[src/rtl/controle_mapa_if.sv]
`timescale 1ns/1ps
`default_nettype none
// +------------------------------------------------------------------------+
// | Module  : controle_mapa_if                                             |
// | Brief   : sample producer / mapping unit bus for controle_mapa         |
// | Revision: 1.0                                                          |
// +------------------------------------------------------------------------+
interface controle_mapa_if #(
  parameter int tamanhoDistancia = 8,
  parameter int ProfundidadeFila = 4
);
  localparam int c_larguraNivel = $clog2(ProfundidadeFila) + 1;

  logic                        amostraValida;
  logic                        amostraPronta;
  logic [tamanhoDistancia-1:0] posX;
  logic [tamanhoDistancia-1:0] posY;
  logic                        direcao;
  logic [tamanhoDistancia-1:0] distDireita;
  logic [tamanhoDistancia-1:0] distEsquerda;
  logic                        mapaLivre;
  logic                        novoDado;
  logic [tamanhoDistancia-1:0] mapaX;
  logic [tamanhoDistancia-1:0] mapaY;
  logic [tamanhoDistancia-1:0] mapaDistDireita;
  logic [tamanhoDistancia-1:0] mapaDistEsquerda;
  logic                        mapaDirecao;
  logic                        ocupado;
  logic [c_larguraNivel-1:0]   nivelFila;
  logic [7:0]                  descartadas;
  logic                        erroTimeout;

  modport master (
    output amostraValida, posX, posY, direcao, distDireita, distEsquerda, mapaLivre,
    input  amostraPronta, novoDado, mapaX, mapaY, mapaDistDireita, mapaDistEsquerda,
           mapaDirecao, ocupado, nivelFila, descartadas, erroTimeout
  );

  modport slave (
    input  amostraValida, posX, posY, direcao, distDireita, distEsquerda, mapaLivre,
    output amostraPronta, novoDado, mapaX, mapaY, mapaDistDireita, mapaDistEsquerda,
           mapaDirecao, ocupado, nivelFila, descartadas, erroTimeout
  );
endinterface
`default_nettype wire

[src/rtl/controle_mapa.sv]
`timescale 1ns/1ps
`default_nettype none
// +------------------------------------------------------------------------+
// | Module  : controle_mapa                                                |
// | Brief   : sample FIFO feeding a mapping unit, with issue FSM, watchdog |
// | Revision: 1.0                                                          |
// +------------------------------------------------------------------------+
module controle_mapa #(
  parameter int tamanhoDistancia = 8,
  parameter int ProfundidadeFila = 4,
  parameter int TempoLimite      = 1023
) (
  input  wire logic      clock,
  input  wire logic      reset,
  controle_mapa_if.slave bus
);
  localparam int c_larguraPtr     = $clog2(ProfundidadeFila);
  localparam int c_larguraNivel   = c_larguraPtr + 1;
  localparam int c_larguraAmostra = 4 * tamanhoDistancia + 1;
  localparam int c_larguraCont    = $clog2(TempoLimite + 1);
  localparam logic [c_larguraNivel-1:0] c_profundidade = c_larguraNivel'(ProfundidadeFila);
  localparam logic [c_larguraCont-1:0]  c_limite       = c_larguraCont'(TempoLimite - 1);

  typedef enum logic [1:0] {
    OCIOSO         = 2'd0,
    AGUARDA_INICIO = 2'd1,
    AGUARDA_FIM    = 2'd2
  } estado_t;

  estado_t                     r_estado, w_proximo;
  logic [c_larguraAmostra-1:0] r_fila [ProfundidadeFila];
  logic [c_larguraPtr-1:0]     r_ptrEscrita, r_ptrLeitura;
  logic [c_larguraNivel-1:0]   r_nivel;
  logic [7:0]                  r_descartadas;
  logic [c_larguraCont-1:0]    r_contador;
  logic                        r_novoDado, r_erro;
  logic [c_larguraAmostra-1:0] r_operandos;
  logic [c_larguraAmostra-1:0] w_amostra, w_cabeca;
  logic                        w_pronta, w_push, w_emite, w_timeout;

  assign w_pronta  = (r_nivel < c_profundidade);
  assign w_push    = bus.amostraValida & w_pronta;
  assign w_amostra = {bus.posX, bus.posY, bus.direcao, bus.distDireita, bus.distEsquerda};
  assign w_cabeca  = r_fila[r_ptrLeitura];

  // Storage needs no reset: occupancy and pointers alone define validity.
  always_ff @(posedge clock) begin
    if (w_push) r_fila[r_ptrEscrita] <= w_amostra;
  end

  always_ff @(posedge clock or posedge reset) begin
    if (reset) begin
      r_ptrEscrita  <= '0;
      r_ptrLeitura  <= '0;
      r_nivel       <= '0;
      r_descartadas <= '0;
    end else begin
      if (w_push) r_ptrEscrita <= r_ptrEscrita + 1'b1;
      if (w_emite) r_ptrLeitura <= r_ptrLeitura + 1'b1;
      if (w_push && !w_emite) r_nivel <= r_nivel + 1'b1;
      else if (!w_push && w_emite) r_nivel <= r_nivel - 1'b1;
      if (bus.amostraValida && !w_pronta && r_descartadas != 8'hFF)
        r_descartadas <= r_descartadas + 1'b1;
    end
  end

  always_ff @(posedge clock or posedge reset) begin
    if (reset) r_estado <= OCIOSO;
    else       r_estado <= w_proximo;
  end

  // Watchdog takes priority over the normal handshake in both wait states.
  always_comb begin
    w_proximo = r_estado;
    w_emite   = 1'b0;
    w_timeout = 1'b0;
    case (r_estado)
      OCIOSO: begin
        if (r_nivel != '0 && bus.mapaLivre) begin
          w_emite   = 1'b1;
          w_proximo = AGUARDA_INICIO;
        end
      end
      AGUARDA_INICIO: begin
        if (r_contador == c_limite) begin
          w_timeout = 1'b1;
          w_proximo = OCIOSO;
        end else if (!bus.mapaLivre) begin
          w_proximo = AGUARDA_FIM;
        end
      end
      AGUARDA_FIM: begin
        if (r_contador == c_limite) begin
          w_timeout = 1'b1;
          w_proximo = OCIOSO;
        end else if (bus.mapaLivre) begin
          w_proximo = OCIOSO;
        end
      end
      default: w_proximo = OCIOSO;
    endcase
  end

  always_ff @(posedge clock or posedge reset) begin
    if (reset) begin
      r_contador  <= '0;
      r_novoDado  <= 1'b0;
      r_erro      <= 1'b0;
      r_operandos <= '0;
    end else begin
      r_novoDado <= w_emite;
      if (w_emite) begin
        r_contador  <= '0;
        r_operandos <= w_cabeca;
      end else if (r_estado != OCIOSO) begin
        r_contador <= r_contador + 1'b1;
      end
      if (w_timeout) r_erro <= 1'b1;
    end
  end

  assign bus.amostraPronta    = w_pronta;
  assign bus.novoDado         = r_novoDado;
  assign bus.ocupado          = (r_estado != OCIOSO);
  assign bus.nivelFila        = r_nivel;
  assign bus.descartadas      = r_descartadas;
  assign bus.erroTimeout      = r_erro;
  assign {bus.mapaX, bus.mapaY, bus.mapaDirecao, bus.mapaDistDireita, bus.mapaDistEsquerda} = r_operandos;
endmodule
`default_nettype wire

[src/flat_wrapper.sv]
// flat-port wrapper written by rule: the top's interface ports become plain ports
module controle_mapa_flat 
#(
  parameter int tamanhoDistancia = 8,
  parameter int ProfundidadeFila = 4,
  parameter int TempoLimite      = 1023
)
  (clock, reset, bus_amostraValida, bus_posX, bus_posY, bus_direcao, bus_distDireita, bus_distEsquerda, bus_mapaLivre, bus_amostraPronta, bus_novoDado, bus_mapaX, bus_mapaY, bus_mapaDistDireita, bus_mapaDistEsquerda, bus_mapaDirecao, bus_ocupado, bus_nivelFila, bus_descartadas, bus_erroTimeout);
  controle_mapa_if #(.tamanhoDistancia(tamanhoDistancia), .ProfundidadeFila(ProfundidadeFila)) bus_i ();
  input  wire logic clock;
  input  wire logic reset;
  input wire logic [$bits(bus_i.amostraValida)-1:0] bus_amostraValida;
  input wire logic [$bits(bus_i.posX)-1:0] bus_posX;
  input wire logic [$bits(bus_i.posY)-1:0] bus_posY;
  input wire logic [$bits(bus_i.direcao)-1:0] bus_direcao;
  input wire logic [$bits(bus_i.distDireita)-1:0] bus_distDireita;
  input wire logic [$bits(bus_i.distEsquerda)-1:0] bus_distEsquerda;
  input wire logic [$bits(bus_i.mapaLivre)-1:0] bus_mapaLivre;
  output wire logic [$bits(bus_i.amostraPronta)-1:0] bus_amostraPronta;
  output wire logic [$bits(bus_i.novoDado)-1:0] bus_novoDado;
  output wire logic [$bits(bus_i.mapaX)-1:0] bus_mapaX;
  output wire logic [$bits(bus_i.mapaY)-1:0] bus_mapaY;
  output wire logic [$bits(bus_i.mapaDistDireita)-1:0] bus_mapaDistDireita;
  output wire logic [$bits(bus_i.mapaDistEsquerda)-1:0] bus_mapaDistEsquerda;
  output wire logic [$bits(bus_i.mapaDirecao)-1:0] bus_mapaDirecao;
  output wire logic [$bits(bus_i.ocupado)-1:0] bus_ocupado;
  output wire logic [$bits(bus_i.nivelFila)-1:0] bus_nivelFila;
  output wire logic [$bits(bus_i.descartadas)-1:0] bus_descartadas;
  output wire logic [$bits(bus_i.erroTimeout)-1:0] bus_erroTimeout;
  assign bus_i.amostraValida = bus_amostraValida;
  assign bus_i.posX = bus_posX;
  assign bus_i.posY = bus_posY;
  assign bus_i.direcao = bus_direcao;
  assign bus_i.distDireita = bus_distDireita;
  assign bus_i.distEsquerda = bus_distEsquerda;
  assign bus_i.mapaLivre = bus_mapaLivre;
  assign bus_amostraPronta = bus_i.amostraPronta;
  assign bus_novoDado = bus_i.novoDado;
  assign bus_mapaX = bus_i.mapaX;
  assign bus_mapaY = bus_i.mapaY;
  assign bus_mapaDistDireita = bus_i.mapaDistDireita;
  assign bus_mapaDistEsquerda = bus_i.mapaDistEsquerda;
  assign bus_mapaDirecao = bus_i.mapaDirecao;
  assign bus_ocupado = bus_i.ocupado;
  assign bus_nivelFila = bus_i.nivelFila;
  assign bus_descartadas = bus_i.descartadas;
  assign bus_erroTimeout = bus_i.erroTimeout;
  controle_mapa #(.tamanhoDistancia(tamanhoDistancia), .ProfundidadeFila(ProfundidadeFila), .TempoLimite(TempoLimite)) u_core (.clock(clock), .reset(reset), .bus(bus_i));
endmodule
[config.mk]
export PLATFORM = sky130hd
export DESIGN_NAME = controle_mapa_flat
export DESIGN_NICKNAME = d
export VERILOG_FILES = /design/src/rtl/controle_mapa_if.sv /design/src/rtl/controle_mapa.sv /design/src/flat_wrapper.sv
export SDC_FILE = /design/constraint.sdc
export NUM_CORES = 1
export LEC_CHECK = 0
export CAP_MARGIN = 20
export CORE_MARGIN = 4
export CORE_UTILIZATION = 32
export CTS_CLUSTER_DIAMETER = 80
export DETAILED_ROUTE_END_ITERATION = 8
export GPL_TIMING_DRIVEN = 1
export PLACE_DENSITY = 0.55
export SYNTH_ARGS = -nofsm -noshare
export SYNTH_HDL_FRONTEND = slang
export SYNTH_SLANG_ARGS = --single-unit
[constraint.sdc]
create_clock -name clock -period 2 [get_ports clock]
set_input_delay 0.2 -clock clock [delete_from_list [all_inputs] [get_ports clock]]
set_output_delay 0.2 -clock clock [all_outputs]
set_load 0.005 [all_outputs]
-- After elaboration in Yosys (flattened, before gate mapping)
Memory sizes are Yosys's and may differ from the RTL's. A register that Yosys moved wholly into a read port is not among the register bits.
Index checks and enable logic that the tools add are counted.
- RAM bits: 132
- output and inout bits: 48
- logic and storage cells: 55
- memories: 1
- input port bits: 37
- register bits after elaboration: 29
- eq/ne operators: 7
- bitwise operators: 1
- order comparisons: 1
- reductions and logical operators: 15
- multiplexer cells: 16
- $add $sub $neg: 6
- memories (memory ; words ; width ; rd ports ; clocked after Yosys merged registers in ; write ports ; RTL line ; source):
    u_core.r_fila ; 4 ; 33 ; 1 ; 1 ; 1 ; controle_mapa.sv:31 ; logic [c_larguraAmostra-1:0] r_fila [ProfundidadeFila];
- operator list (cell ; count):
    $mux 10 ; 2
    $add 10x1->10 const B ; 1
    $eq 10x10->1 const B ; 1
    $mux 2 ; 5
    $add 8x1->8 const B ; 1
    $ne 8x8->1 const B ; 1
    $mux 1 ; 6
    $mux 3 ; 2
    $ne 3x2->1 const B ; 2
    $pmux 2 s3 ; 1
    $reduce_bool 2->1 ; 3
    $logic_and 1x1->1 ; 5
    $add 2x1->2 const B ; 2
    $add 3x1->3 const B ; 1
    $logic_not 1->1 ; 3
    $lt 3x3->1 const B ; 1
    $reduce_and 3->1 ; 1
    $reduce_bool 3->1 ; 1
    $sub 3x1->3 const B ; 1
    $eq 2x1->1 const B ; 1
    $eq 2x2->1 const B ; 1
    $logic_not 2->1 ; 1
    $ne 2x1->1 const B ; 1
    $reduce_or 2->1 ; 1
    $and 1x1->1 ; 1

-- Depth between registers and ports, before layout
Gate-level depths: netlist of the first run.
- depth in word-level cells: 7
- gate-level depth with buffers: 12
- gate-level depth less buffers: 11

-- Least setup slack after synthesis of the first run
OpenSTA, ideal clock, no wires.
- path type: register to register
- from: register u_core.r_estado[1]
- to: register u_core.r_nivel[1] (netlist: u_core.bus.nivelFila[1])
- buffers on the path: 1
- clock period less this slack: 2.187 ns
- required time: 1.875 ns
- data arrival time: 2.062 ns
- stages on the path, launching flop included: 11
- path slack: -0.187 ns
- setup time: 0.125 ns
- cell sequence: dfrtp_1 -> inv_1 -> ha_1 -> inv_1 -> nor2_1 -> inv_2 -> buf_2 -> ha_1 -> inv_1 -> fa_1 -> mux2_2
- longest elaborated chain between the ends: 5
- elaborated cells between the ends (all ways): 7
- classes of those cells: 2 x mux; 5 x reduce/logical
- ends and longest elaborated chain (what ; RTL line ; source):
    start: declaration ; controle_mapa.sv:30 ; estado_t r_estado, w_proximo;
    start signal: assignment ; controle_mapa.sv:69 ; else r_estado <= w_proximo;
    $logic_not 2->1 (*) ; controle_mapa.sv:77 ; case (r_estado)
    $mux 1 (*) ; controle_mapa.sv:77 ;
    $logic_not 1->1 ; controle_mapa.sv:60 ; if (w_push && !w_emite) r_nivel <= r_nivel + 1'b1;
    $logic_and 1x1->1 ; controle_mapa.sv:60 ;
    $mux 3 / $reduce_bool 2->1 (equally long branches) ; n/a ;
    end signal: assignment ; controle_mapa.sv:60 ;
    end signal: assignment ; controle_mapa.sv:61 ; else if (!w_push && w_emite) r_nivel <= r_nivel - 1'b1;
    end: declaration ; controle_mapa.sv:33 ; logic [c_larguraNivel-1:0] r_nivel;
Every way passes the cells marked *; elsewhere a longest branch is shown, timed or not.
A chain may end at the register's enable or synchronous reset.

-- Final worst setup path of the first run
Ends and elaborated chain as after synthesis.

==> results of run 1 <==
## cells by family after synthesis
group,after synthesis,share of synthesized area (%)
fa+ha+maj,13,2.25
flops,194,72.8
xor+xnor,13,1.50
mux,37,10.7
simple gates,147,8.54
compound gates,21,1.78
buf+inv,29,2.44
## worst max-delay path by stage
stage               cells after the start                       to               startpoint
floorplan                              10  u_core.bus.nivelFila[1]       u_core.r_estado[0]
global placement                        8  u_core.bus.nivelFila[1]            bus_mapaLivre
detailed placement                      8  u_core.bus.nivelFila[1]            bus_mapaLivre
CTS                                     9  u_core.bus.nivelFila[1]       u_core.r_estado[0]
global route                            9  u_core.bus.nivelFila[2]  u_core.bus.nivelFila[2]
finish                                  9  u_core.bus.nivelFila[1]       u_core.r_estado[1]
## worst register-to-register path: cells and delay by family, from the launching register on
kind          cells  cell delay [ns]
simple gates      1             0.11
flops             1             0.40
fa+ha+maj         3             0.77
mux               1             0.27
buf+inv           4             0.27
## registers in the layout, indices dropped and copies added (netlist names)
register                cells
u_core.bus.novoDado         1
u_core.bus.nivelFila        3
u_core.bus.descartadas      8
u_core.r_fila             132
u_core.r_operandos         33
u_core.r_contador          10
u_core.bus.erroTimeout      1
u_core.r_ptrEscrita         2
u_core.r_estado             2
u_core.r_ptrLeitura         2
## synthesized netlist by cell type, drive strengths merged
cell type and count:
edfxtp 132, nand2 109, dfrtp 62, mux4 33
buf 16, ha 12, inv 12, nand3 10
nor2 7, o21ai 7, xnor2 7, xor2 6
and2 5, a21oi 4, mux2 4, nor3 4
and3 3, o31ai 3, a21o 2, nand4 2
nor2b 2, o211ai 2, a31oi 1, and2b 1
and3b 1, clkbuf 1, fa 1, nor3b 1
nor4bb 1, o21bai 1, o2bb2ai 1, or4b 1
## cells in the final DEF, fill, tap and decap left out, types with 5 or more instances in the layout
cell type        count
and2_2               5
buf_12               9
buf_4               17
clkbuf_16           17
clkdlybuf4s50_1     84
dfrtp_1             60
edfxtp_1           132
ha_1                10
inv_1                7
mux4_1               5
mux4_2              28
nand2_1            109
nand3_1              9
nor2_1               6
o21ai_0              7
xnor2_1              7
xor2_1               6
## where the power goes
group          switching [mW]  internal (mW)  total, mW
combinational            1.89           2.29       4.18
clock                    1.59           1.91       3.50
sequential              0.486           5.21       5.70
## stage by stage
step,hold slack [ns],total power [mW],instances,area [um2]
floorplan,0.299,8.14,454,7600
global route,0.215,14.2,898,9650
global placement,0.452,9.85,861,8980
detailed placement,0.461,9.99,861,8980
CTS,0.156,13.6,895,9610
finish,0.164,13.4,898,9650
## cell type report
| cell class | count | area (um2) |
|---|---|---|
| Multi-Input combinational cell | 231 | 1920 |
| Fill cell | 2172 | 13800 |
| Sequential cell | 194 | 5520 |
| Clock buffer | 17 | 425 |
| Inverter | 12 | 46.3 |
| Clock inverter | 15 | 194 |
| Timing Repair Buffer | 110 | 1150 |
| Tap cell | 319 | 399 |
## per-layer routing
layer	wire length (um)	share of wire [%]	track usage, %
met5	0	0	0
met1	6620	44	14.7
met3	628	4.1	3.12
met2	7750	51	21.3
met4	200	1.3	3.81
## timing repair
action,CTS,global route
gates resized for setup,0,4
endpoints found under the setup margin,1,2
pin swaps,0,3
setup buffers,2,3
==> out/metrics.csv, run 1 <==
stage,metric,value,unit
timing,PnR worst setup slack,0.0754,ns
cells_and_area,layout cells sized above 1,19.0,%
pwr,pwr/cell area,1390,nW/um2
min_path,hold crit path type,primary input to asynchronous set/reset pin,
global_routing,vias in the first global route,4478,
synthesis,Synth Net Count,504,
synthesis,"area leader, netlist",edfxtp_1,
critical_path,CP Cell Sequence,inv_2 > ha_4 > inv_2 > nor2_4 > inv_2 > ha_2 > inv_1 > fa_2 > mux2_2,
global_routing,initial antenna violation count,0,
floorplanning,area of the die,26200,um2
critical_path,Reg2Reg Setup Slack,0.08,ns
timing,RSZ-0062 raised after global routing,yes,
synthesis,Syn Area/Cell,16.7,um2
global_routing,first-pass GRT wire length,24.5,mm
clock_tree,Inserted Clock Buffers,17,
floorplanning,row cnt,56,
critical_path,Top Family by Delay on Critical Path,adder cells,
clock_tree,htree depth,4,
critical_path,Critical R2R Launch,u_core.r_estado[1],
route,routed via count,4045,
placement,post-place setup slack,-0.0704,ns
clock_tree,hold buffers post-CTS,0,
outcome,status,"complete, no violations",
timing,Final TNS setup,0,ns
floorplanning,Die Height,162,um
floorplanning,core area,23400,um2
route,DRT iter0 DRCs,183,
clock_tree,clock slew at reported path FFs,0.08,ns
global_routing,largest net degree at the start of global routing,63,
timing,Worst-Margin Slew,0.517,ns
timing,Clock Skew,0.00975,ns
cells_and_area,Layout Utilization,41.2,%
timing,fmax,520,MHz
critical_path,worst setup path class,flop to flop,
route,post-route DRC violation count,0,
synthesis,top cell type's share of synthesized area,52.3,%
route,final wirelength,15.2,mm
critical_path,worst path required time,2.31,ns
synthesis,#FFs+latches synth,194,
floorplanning,initial core utilization,32.4,%
timing,Final Max Slew Viols,0,
placement,Final Wtd Congestion,0.661,
synthesis,"Cell Area, Synth",7580,um2
synthesis,sequential fraction of the synthesis area,72.8,%
placement,port bufs,84,
cells_and_area,Ant. Diodes,0,
route,vias per inst,4.50,
clock_tree,Skew-Pair Late Insertion Delay,0.42,ns
placement,Post-DP HPWL,9.53,mm
timing,ratio of final minimum period to clock period,96.2,%
synthesis,"top cells by area, synth","edfxtp_1, dfrtp_1, mux4_2",
clock_tree,Bufs on Longest Clock Path,2,
global_routing,gr usage total,12.1,%
floorplanning,I/O Pins,85,
route,DR WL/cell,16.9,um
critical_path,R2R Path End,u_core.bus.nivelFila[1],
critical_path,Worst Setup Start Kind,flop,
critical_path,WP data arrival,2.24,ns
pwr,leakage power,3.64,nW
timing,min cycle time layout,1.92,ns
job,number of max-cap violations,0,
critical_path,"Buf+Inv Stages, Crit Path",4,
critical_path,Critical Path Fanout Max,7,
clock_tree,root buf cell,clkbuf_16,
route,first-pass iteration count of the detailed router,4,
pwr,worst vdd ir,0.000584,V
route,"antenna viol nets, final",0,
timing,Slew headroom,65.6,%
critical_path,CP peak stage delay,0.43,ns
critical_path,Worst path slowest cell,fa_2,
timing,Fin. Hold Viols,0,
synthesis,Yosys warnings,0,
clock_tree,# clock sinks,194,
synthesis,Yosys cell types,44,
cells_and_area,Area growth syn-to-layout,27.3,%
critical_path,most frequent CP cell,inv_2,
floorplanning,die extent in x,162,um
timing,Final setup violation count,0,
critical_path,CP endpoint kind,flop,
clock_tree,CTS tree,built,
cells_and_area,nets,616,
synthesis,cell count after synthesis,454,
critical_path,FF-to-FF path depth,9,
global_routing,Congestion Overflow GR,0,
(Power assumes the default switching activity.)
==> inputs of run 2 (changes only) <==
--- a/config.mk
+++ b/config.mk
@@ -12,6 +12,7 @@
 export DETAILED_ROUTE_END_ITERATION = 8
 export GPL_TIMING_DRIVEN = 1
 export PLACE_DENSITY = 0.55
+export REMOVE_ABC_BUFFERS = 1
 export SYNTH_ARGS = -nofsm -noshare
 export SYNTH_HDL_FRONTEND = slang
 export SYNTH_SLANG_ARGS = --single-unit
==> out/metrics.csv, run 2 (synthesis results as in run 1) <==
stage,metric,value,unit
outcome,status,"complete, no violations",
cells_and_area,Non-Filler Instances,899,
timing,Final Max Slew Viols,0,
pwr,Reg power frac,42.1,%
timing,Clock Skew,0.00999,ns
cells_and_area,layout cells sized above 1,19.1,%
floorplanning,Die Height,162,um
critical_path,WP data arrival,2.20,ns
critical_path,Critical Path Fanout Max,3,
min_path,hold crit path type,primary input to asynchronous set/reset pin,
global_routing,first-pass GRT wire length,24.2,mm
placement,Final Wtd Congestion,0.723,
pwr,leakage power,3.65,nW
critical_path,worst setup path class,flop to flop,
pwr,Sw Pwr,3.83,mW
critical_path,Critical R2R Launch,u_core.r_estado[1],
timing,Worst-Margin Slew,0.505,ns
cells_and_area,nets,617,
timing,Fin. Hold Viols,0,
timing,ratio of final minimum period to clock period,94.7,%
placement,port bufs,84,
route,first-pass iteration count of the detailed router,4,
route,vias per inst,4.49,
placement,Post-DP HPWL,9.99,mm
route,"antenna viol nets, final",0,
pwr,switch share,28.5,%
global_routing,gr usage total,12.1,%
cells_and_area,most frequent cells in the layout,"edfxtp_1, nand2_1, clkdlybuf4s50_1",
placement,dpl cell area,9000,um2
floorplanning,I/O Pins,85,
critical_path,Reg2Reg Setup Slack,0.11,ns
job,number of max-cap violations,0,
timing,fmax,528,MHz
global_routing,Congestion Overflow GR,0,
pwr,clock power share,26.7,%
floorplanning,area of the die,26200,um2
critical_path,Worst Setup Start Kind,flop,
timing,min cycle time layout,1.89,ns
clock_tree,# clock sinks,194,
critical_path,worst path required time,2.31,ns
cells_and_area,max reg flops,132,
clock_tree,root buf cell,clkbuf_16,
floorplanning,core area,23400,um2
cells_and_area,cell area after layout,9670,um2
critical_path,R2R Path End,u_core.bus.nivelFila[1],
route,post-route DRC violation count,0,
cells_and_area,Area growth syn-to-layout,27.6,%
cells_and_area,Ant. Diodes,0,
global_routing,initial antenna violation count,0,
placement,Placed Cells,864,
clock_tree,CTS tree,built,
route,DRT iter0 DRCs,194,
cells_and_area,top flop regs,"u_core.r_fila (132), u_core.r_operandos (33), u_core.r_contador (10)",
clock_tree,Inserted Clock Buffers,17,
clock_tree,hold buffers post-CTS,0,
floorplanning,die extent in x,162,um
cells_and_area,"commonest non-fill, non-tap cell in the layout",edfxtp_1,
route,routed via count,4034,
cells_and_area,Fill cells,2154,
global_routing,largest net degree at the start of global routing,41,
clock_tree,htree depth,4,
timing,RSZ-0062 raised after global routing,no,
pwr,combinational power share,31.2,%
critical_path,critical path endpoint,u_core.bus.nivelFila[1],
cells_and_area,Largest Register,u_core.r_fila,
pwr,Int Power,9.60,mW
pwr,worst vdd ir,0.000488,V
route,final wirelength,15.3,mm
timing,Slew headroom,66.3,%
floorplanning,initial core utilization,32.4,%
clock_tree,Skew-Pair Late Insertion Delay,0.43,ns
floorplanning,row cnt,56,
pwr,pwr/cell area,1390,nW/um2
critical_path,CP endpoint kind,flop,
critical_path,Critical Path Source,u_core.r_estado[1],
timing,Final setup violation count,0,
pwr,total power,13.4,mW
clock_tree,Bufs on Longest Clock Path,2,
critical_path,FF-to-FF path depth,9,
global_routing,vias in the first global route,4418,
clock_tree,clock slew at reported path FFs,0.07,ns
route,DR WL/cell,17.0,um
[run 2: repair_timing]
action | CTS | global route
setup endpoints to repair | 1 | 3
pin swaps | 0 | 3
gates resized for setup | 0 | 7
buffers inserted | 1 | 2
[run 2: per-layer routing]
metal	wire length, um	track usage, %
met1	6750	15.1
met2	7730	20.8
met3	682	3.10
met4	112	3.77
met5	0	0
[run 2: worst max-delay path, stage by stage, from the launching register on]
cell,delay [ns]
dfrtp_1,0.41
inv_2,0.08
ha_2,0.18
inv_2,0.05
nor2_4,0.11
inv_2,0.04
ha_2,0.17
inv_1,0.07
fa_2,0.41
mux2_2,0.26
[run 2: how the worst min path moves through the flow]
stage | to | slack (ns) | cells after the start
final | u_core.bus.nivelFila[0] | 0.07 | 2
after global routing | u_core.bus.nivelFila[0] | 0.1 | 2
after global placement | u_core.bus.erroTimeout | 0.45 | 1
after detailed placement | u_core.r_operandos[19] | 0.46 | 2
after CTS | u_core.bus.nivelFila[0] | 0.07 | 2
after floorplan | u_core.r_fila[0][0] | 0.30 | 0
[run 2: per-stage QoR]
stage / hold WS, ns / util [%] / TNS (ns) / setup WS, ns
after floorplan: 0.299 / - / -41.52 / -1.74
after global routing: 0.0994 / 41.3 / 0 / 0.0170
after global placement: 0.452 / 38.5 / 0 / 0.0300
after CTS: 0.0676 / 41.2 / 0 / 0.00159
after detailed placement: 0.461 / 38.5 / 0 / 0.00278
final: 0.0672 / 41.3 / 0 / 0.107
[run 2: power groups by stage]
stage               logic (mW)  registers (mW)  clock network, mW
floorplan                 1.94            5.93                  0
global placement          4.13            5.69                  0
detailed placement        4.23            5.73                  0
CTS                       4.28            5.65               3.70
global route              4.64            5.74               3.87
finish                    4.19            5.65               3.59
[run 2: layout make-up]
class | instances | area (um2) | share of cell area, %
multi-input cells | 231 | 1910 | 19.7
flip-flops and latches | 194 | 5520 | 57.1
clock buffers | 17 | 425 | 4.40
well taps | 319 | 399 | 4.13
inverters | 12 | 46.3 | 0.479
repair buffers | 111 | 1170 | 12.1
clock inverters | 15 | 205 | 2.12
